--- config.mk ---
export PLATFORM = sky130hd
export DESIGN_NAME = addsub_arbiter
export DESIGN_NICKNAME = d
export VERILOG_FILES = /design/src/rtl/addsub_arbiter.sv
export SDC_FILE = /design/constraint.sdc
export NUM_CORES = 1
export LEC_CHECK = 0
export ABC_CLOCK_PERIOD_IN_PS = 5000
export CAP_MARGIN = 25
export CORE_MARGIN = 2
export CORE_UTILIZATION = 39
export DETAILED_ROUTE_END_ITERATION = 7
export PLACE_DENSITY = 0.93
export SYNTH_ARGS = -nofsm -noshare
export SYNTH_HDL_FRONTEND = slang
export SYNTH_SLANG_ARGS = --single-unit
--- constraint.sdc ---
create_clock -name clk -period 5 [get_ports clk]
set_input_delay 0.75 -clock clk [delete_from_list [all_inputs] [get_ports clk]]
set_output_delay 0.75 -clock clk [all_outputs]
set_load 0.05 [all_outputs]
--- src/rtl/addsub_arbiter.sv ---
// addsub_arbiter: round-robin sharing of one carry-lookahead add/sub datapath among NREQ requesters,
// with a single valid/ready output register carrying result, flags and requester id.
module addsub_cla #(
  parameter int W = 8
) (
  input  logic [W-1:0] a,
  input  logic [W-1:0] b,
  input  logic         m,
  output logic [W-1:0] s,
  output logic         c,
  output logic         v
);
  logic [W-1:0] bx, g, p, gk, pk, gn, pn;
  logic [W:0]   cy;
  // Kogge-Stone prefix over (generate, propagate); the mode bit is the carry-in.
  always_comb begin
    bx = b ^ {W{m}};
    g  = a & bx;
    p  = a ^ bx;
    gk = g;
    pk = p;
    gn = g;
    pn = p;
    for (int d = 1; d < W; d = d * 2) begin
      gn = gk;
      pn = pk;
      for (int i = d; i < W; i++) begin
        gn[i] = gk[i] | (pk[i] & gk[i-d]);
        pn[i] = pk[i] & pk[i-d];
      end
      gk = gn;
      pk = pn;
    end
    cy = {gk | (pk & {W{m}}), m};
    s  = p ^ cy[W-1:0];
    c  = cy[W];
    v  = cy[W] ^ cy[W-1];
  end
endmodule

module addsub_arbiter #(
  parameter int W = 8,
  parameter int NREQ = 4,
  localparam int IDW = (NREQ > 1) ? $clog2(NREQ) : 1
) (
  input  logic              clk,
  input  logic              rst,
  input  logic [NREQ-1:0]   req_valid,
  output logic [NREQ-1:0]   req_ready,
  input  logic [NREQ*W-1:0] req_a,
  input  logic [NREQ*W-1:0] req_b,
  input  logic [NREQ-1:0]   req_m,
  output logic              res_valid,
  input  logic              res_ready,
  output logic [W-1:0]      res_s,
  output logic              res_c,
  output logic              res_v,
  output logic [IDW-1:0]    res_id
);
  logic           res_valid_q, res_valid_d, res_c_q, res_c_d, res_v_q, res_v_d;
  logic [W-1:0]   res_s_q, res_s_d;
  logic [IDW-1:0] res_id_q, res_id_d, last_q, last_d, gnt_idx;
  logic           gnt_found, slot_free, xfer, dp_m, dp_c, dp_v;
  logic [W-1:0]   dp_a, dp_b, dp_s;
  // Search downward so the candidate closest to last+1 is the one left standing.
  always_comb begin
    gnt_found = 1'b0;
    gnt_idx   = '0;
    for (int k = NREQ; k >= 1; k--) begin
      if (req_valid[(int'(last_q) + k) % NREQ]) begin
        gnt_found = 1'b1;
        gnt_idx   = IDW'((int'(last_q) + k) % NREQ);
      end
    end
    slot_free = !res_valid_q || res_ready;
    xfer      = !rst && slot_free && gnt_found;
    req_ready = xfer ? (NREQ'(1) << gnt_idx) : '0;
    dp_a      = req_a[int'(gnt_idx)*W +: W];
    dp_b      = req_b[int'(gnt_idx)*W +: W];
    dp_m      = req_m[gnt_idx];
  end
  addsub_cla #(.W(W)) u_cla (.a(dp_a), .b(dp_b), .m(dp_m), .s(dp_s), .c(dp_c), .v(dp_v));
  always_comb begin
    res_valid_d = xfer || (res_valid_q && !res_ready);
    res_s_d     = xfer ? dp_s : res_s_q;
    res_c_d     = xfer ? dp_c : res_c_q;
    res_v_d     = xfer ? dp_v : res_v_q;
    res_id_d    = xfer ? gnt_idx : res_id_q;
    last_d      = xfer ? gnt_idx : last_q;
  end
  always_ff @(posedge clk) begin
    if (rst) begin
      res_valid_q <= 1'b0;
      res_s_q     <= '0;
      res_c_q     <= 1'b0;
      res_v_q     <= 1'b0;
      res_id_q    <= '0;
      last_q      <= IDW'(NREQ - 1);
    end else begin
      res_valid_q <= res_valid_d;
      res_s_q     <= res_s_d;
      res_c_q     <= res_c_d;
      res_v_q     <= res_v_d;
      res_id_q    <= res_id_d;
      last_q      <= last_d;
    end
  end
  assign res_valid = res_valid_q;
  assign res_s     = res_s_q;
  assign res_c     = res_c_q;
  assign res_v     = res_v_q;
  assign res_id    = res_id_q;
endmodule

* After elaboration in Yosys (flattened, before gate mapping)
Cells that the tools add are included.
Word-level totals: register bits after elaboration 15, bits of input ports 75, output and inout port bits 17, logic and storage cells 115
Cells by class: $add $sub $neg 4, $lt $le $gt $ge 5, shifts and indexed selects 3, multiplexer cells 23, bitwise gates (word level) 62, reductions and logical operators 12
Operators with widths (number):
- variable part select 32 x 6 -> 8 bit | 2
- bitwise AND 1 bit | 34
- bitwise XOR 8 bit | 3
- OR 1 bit | 17
- bitwise AND 8 bit | 2
- less-than comparator 3 x 4 -> 1 bit, second input constant | 4
- two-way mux 1 bit | 13
- binary-select mux 1 bit (select 2 bit) | 5
- two-way mux 2 bit | 4
- OR 8 bit | 1
- OR reduction 2 bit | 4
- adder 2 x 1 -> 2 bit, second input constant | 2
- adder 2 bit, second input constant | 2
- bitwise AND 1 bit, first input constant | 4
- two-way mux 4 bit | 1
- left shift 1 x 2 -> 4 bit, first input constant | 1
- logical AND 1 bit | 3
- zero test 1 bit | 3
- less-than comparator 2 x 3 -> 1 bit, second input constant | 1
- logical OR 1 bit | 2
- bitwise XOR 1 bit | 1

* Longest topological paths before layout
depth in word-level cells 22, depth in mapped cells 18, gate-level depth less buffers 16

* Hierarchy
A second synthesis with hierarchy kept.
Second synthesis, totals: cell total of the unflattened synthesis 179, area total of the unflattened synthesis 1637.8 um^2
Modules (own cells, without submodules):
- addsub_arbiter | instances 1, cells each 134, area each 1256.2 um^2, sequential area each 300.3 um^2
- addsub_cla | instances 1, cells each 45, area each 381.6 um^2, sequential area each 0.0 um^2

* Worst setup path before layout
No wires, ideal clock.
path kind input-to-reg, start input req_valid[3], end register res_v_q, in the netlist res_v, library setup time 0.091 ns, data arrival time 3.649 ns, required time 4.909 ns, setup slack 1.260 ns, stages 16, buffers on the path 1, cell sequence nor2b_4 > o21a_1 > or3_1 > buf_6 > o211ai_2 > nand2_1 > xnor2_1 > ha_1 > a21o_1 > a21oi_1 > nor2b_1 > nor2_1 > inv_1 > o41ai_4 > nand3b_1 > a311oi_1
On the way: longest elaborated chain between the ends 19, elaborated cells between the ends (all ways) 70, classes of those cells 2 x shift; 22 x mux; 45 x bitwise; 1 x reduce/logical
Ends and longest elaborated chain:
- start: declaration | RTL line 48 | input logic [NREQ-1:0] req_valid,
- branches (longest 19 deep; another with variable part select 32 x 6 -> 8 bit)
- end signal: assignment | RTL line 103 | res_v_q <= res_v_d;
- end: declaration | RTL line 60 | logic res_valid_q, res_valid_d, res_c_q, res_c_d, res_v_q, res_v_d;
Several ways; the timed one is not identified. The select of a mux whose other input is x is not followed. A chain may end at the register's enable or synchronous reset.

* Worst setup path in the final report
Ends and elaborated chain as after synthesis.

==> metrics.md <==
| Metric | Value |
|---|---|
| Number of H-tree levels | 1 |
| Leading register cell type out of synthesis | sky130_fd_sc_hd__dfxtp_1 |
| Maximum number of pins on one net before global-route repair | 20 |
| Clock tree from TritonCTS | done |
| Grt ovf | 0 |
| Number of unique standard cell types used by synthesis | 43 |
| Area share of the leading cell type in the synthesized netlist | a little under a fifth |
| Syn nets | about 320 |
| Cell Count Post-Placement | around 370 |
| Final Instance Count excl. Fillers | 378 |
| Antenna Diode Count | 0 |
| CP arrival | between 4 and 5 ns |
| Shortest period the worst path allows | 4.44 ns |
| Worst reg2reg startpoint | last_q[0] |
| Hold buffer count at cts | 0 |
| Mapped cell area | 0.00165 sq mm |
| Leakage power figure | between 1 and 1.5 nW |
| Postcts setup bufs | 0 |
| Total GRT Usage | around a fifth |
| Post-synthesis area per instance | ~7 sq um |
| Count of mapped cells out of synthesis | 239 |
| Boundary pin count | between 90 and 100 |
| Vert. Die Dim | just under 70 microns |
| Final hold vios | 0 |
| Number of register bits inferred by synthesis | 15 |
| DRC | 0 |
| Leading cell type in the layout, fill and taps excluded | sky130_fd_sc_hd__clkdlybuf4s50_1 |
| Delay of the slowest critical-path stage | between 0.5 and 0.6 ns |
| Clk_lat worst skew | approximately 0.25 ns |
| Final Net Count | ~410 |
| Actual slew at the worst max-slew pin | roughly 0.95 ns |
| CTS Sinks | 15 |
| Crit Path Class | input port to flop |
| Ys async rst share | 0% |
| Total non-filler cell area in the finished layout | 0.00268 sq mm |
| Library cell used as clock root buffer | sky130_fd_sc_hd__clkbuf_8 |
| Standard cell with the maximum stage delay on the critical path | sky130_fd_sc_hd__or3_1 |
| Unrepaired setup endpoints after global routing | no |
| Period utilization | between 80% and 90% |
| Number of flops mapped to enable cells by yosys | 0 |
| Via count of the first global-routing pass | between 1500 and 2000 |
| Crit-path cells | clkdlybuf4s50_1 > nor2b_4 > o21a_1 > or3_1 > o211ai_2 > nand2_1 > xnor2_1 > ha_1 > a21o_1 > a21oi_1 > nor2b_1 > nor2_1 > inv_1 > o41ai_4 > nand3b_1 > a311oi_1 |
| CP endpoint kind | flop |
| Sequential fraction of the synthesis area | approximately 18% |
| Top achievable clock speed | about 0.23 GHz |
| Die boundary width | ~70 microns |
| End of the worst register-to-register path | res_v |
| Die area | approximately 0.0048 sq mm |
| Layout Area Growth over Synthesis | 62.0% |
| Maximum ir drop on the vdd rail | between 0.1 and 0.15 mV |
| Vias after detailed routing | a little over 2000 |
| Filler instances | approximately 350 |
| Initial antenna violation count | 0 |
| Total CTS buffers | 3 |
| Port Buffer Count | between 90 and 100 |
| DRT Wirelength | 4.98 mm |
| Final Slew Violations | 0 |
| Number of cells traversed by the worst hold path | 2 |
| Clock slew at the register clock pins of the worst setup and hold paths | ~0.060 ns |
| Detailed placer's ending HPWL | around 4.0 mm |
| Status | complete, no violations |
| Element type at the critical path start | input port |
| Share of post-route cells with drive strength above 1 | 6.10% |
| Number of synthesis warnings | 0 |
| Final Wtd Congestion | slightly below 0.9 |
| Total routed wire length on the met1 layer | roughly 2.0 mm |
| Library cell with the largest summed area after synthesis | sky130_fd_sc_hd__dfxtp_1 |
| Beginning of the worst hold path | res_s[4] |
| Worst r2r path cells | 15 |
| Via density per instance | around 5.3 |
| Post-cts resize count | 0 |
| Standard-cell rows | 23 |
| Antenna Violating Nets Remaining | 0 |
| Top library cells by usage in the layout, fill and taps aside | sky130_fd_sc_hd__clkdlybuf4s50_1, sky130_fd_sc_hd__nand2_1, sky130_fd_sc_hd__nor2_1 |
| Count of routing violations after the opening detailed-route iteration | about 150 |
| Routed length on met2 | roughly 2.6 mm |
| Final Skew | approximately 0.0010 ns |
| Number of failing setup endpoints in the final timing report | 0 |
| Pwr per Cell Area | between 300 and 400 mW/mm^2 |
| Worst hold-check path type | flop to flop |
| Main area contributors after synthesis | sky130_fd_sc_hd__dfxtp_1, sky130_fd_sc_hd__nand2_1, sky130_fd_sc_hd__and3_1 |
| Critical Path Fanout Max | 8 |
| Minimum setup slack among reg-to-reg paths | about 1.3 ns |
| Core ar. | a little over 0.004 sq mm |
| Global-route wire length before repair | slightly above 8 mm |
| First-pass DRT Iterations | 4 |
| Slew headroom | around 37% |
| Maximum buffer depth of the clock tree | 2 |
| Starting Density | just over 40% |
| Routed wire per std cell | around 13 microns |
| # Max-Cap Violations | 0 |
| Required time of the worst setup path | a little over 5 ns |
| Highest layer used for signal routing | met4 |
| Placed cell area | ~0.0026 sq mm |
| Total Neg Setup Slack | 0 ns |
| Hold Path Sink | res_s[4] |
| Total met3 wirelength after detailed routing | about 280 microns |
[per-stage QoR]
step                hold slack [ns]  power [mW]  setup WS (ns)  utilization (%)
finish                        0.464        1.06          0.559             66.5
global route                  0.490        1.14          0.213             66.5
global placement              0.448       0.943          0.504             65.4
CTS                           0.463        1.07          0.545             66.5
detailed placement            0.456       0.964          0.310             65.4
floorplan                     0.500       0.742           1.26                -
[logic make-up after synthesis]
| group | count (synthesis) | synth area share [%] |
|---|---|---|
| muxes | 10 | 6.13 |
| AOI/OAI and AO/OA | 51 | 22.3 |
| and+or+nand+nor | 124 | 35.9 |
| xor gates and xnor gates | 13 | 6.88 |
| adders and majority gates | 8 | 6.05 |
| DFF | 15 | 18.2 |
| buffers and inverters | 18 | 4.61 |
[cells in the mapped netlist (3+ instances only)]
library cell                n
sky130_fd_sc_hd__nand2_1   58
sky130_fd_sc_hd__nor2_1    20
sky130_fd_sc_hd__and3_1    18
sky130_fd_sc_hd__a31oi_1   15
sky130_fd_sc_hd__dfxtp_1   15
sky130_fd_sc_hd__clkbuf_1  12
sky130_fd_sc_hd__xnor2_1   11
sky130_fd_sc_hd__a21oi_1    9
sky130_fd_sc_hd__mux2i_1    9
sky130_fd_sc_hd__ha_1       8
sky130_fd_sc_hd__nand2b_1   6
sky130_fd_sc_hd__o21ai_0    5
sky130_fd_sc_hd__a211oi_1   4
sky130_fd_sc_hd__inv_1      4
sky130_fd_sc_hd__nor3_1     4
sky130_fd_sc_hd__nor2b_1    3
sky130_fd_sc_hd__o21a_1     3
sky130_fd_sc_hd__or3_1      3
[per-layer routing]
layer / GRT usage, % / vias to the layer above
met4: 9.80 / 0
met3: 1.61 / 8
met2: 37.1 / 76
met5: 0 / -
met1: 22.7 / 906
li1: - / 1023
[flip-flops by register name (all words and copies together), names as in the netlist]
name	cells
res_v	1
last_q	2
res_valid	1
res_id	2
res_s	8
res_c	1
[final cells by class]
class,count,area [sq um],area share [%]
Multi-Input combinational cell,206,1290,48.0
Tap cell,50,62.6,2.33
Clock buffer,4,45.0,1.68
Inverter,4,15.0,0.560
Sequential cell,15,300,11.2
Timing Repair Buffer,99,971,36.2
[critical path, delay by kind of cell]
family / cells / cell delay (ns)
compound gates: 6 / 1.45
simple gates: 6 / 1.23
buf+inv: 2 / 0.58
fa+ha+maj: 1 / 0.36
xor+xnor: 1 / 0.22
[worst max-delay path by stage]
stage	endpoint	start	cells after the start
CTS	res_v	req_valid[3]	16
finish	res_v	req_valid[3]	16
detailed placement	res_v	req_valid[3]	16
floorplan	res_v	req_valid[3]	16
global placement	res_s[6]	req_valid[3]	16
global route	res_v	req_valid[3]	16
[power breakdown]
group,total (mW),switching [mW],internal (mW)
clock network,0.0979,0.0415,0.0564
registers,0.178,0.0202,0.157
logic,0.789,0.438,0.351
Power figures use the tool's default switching activity.
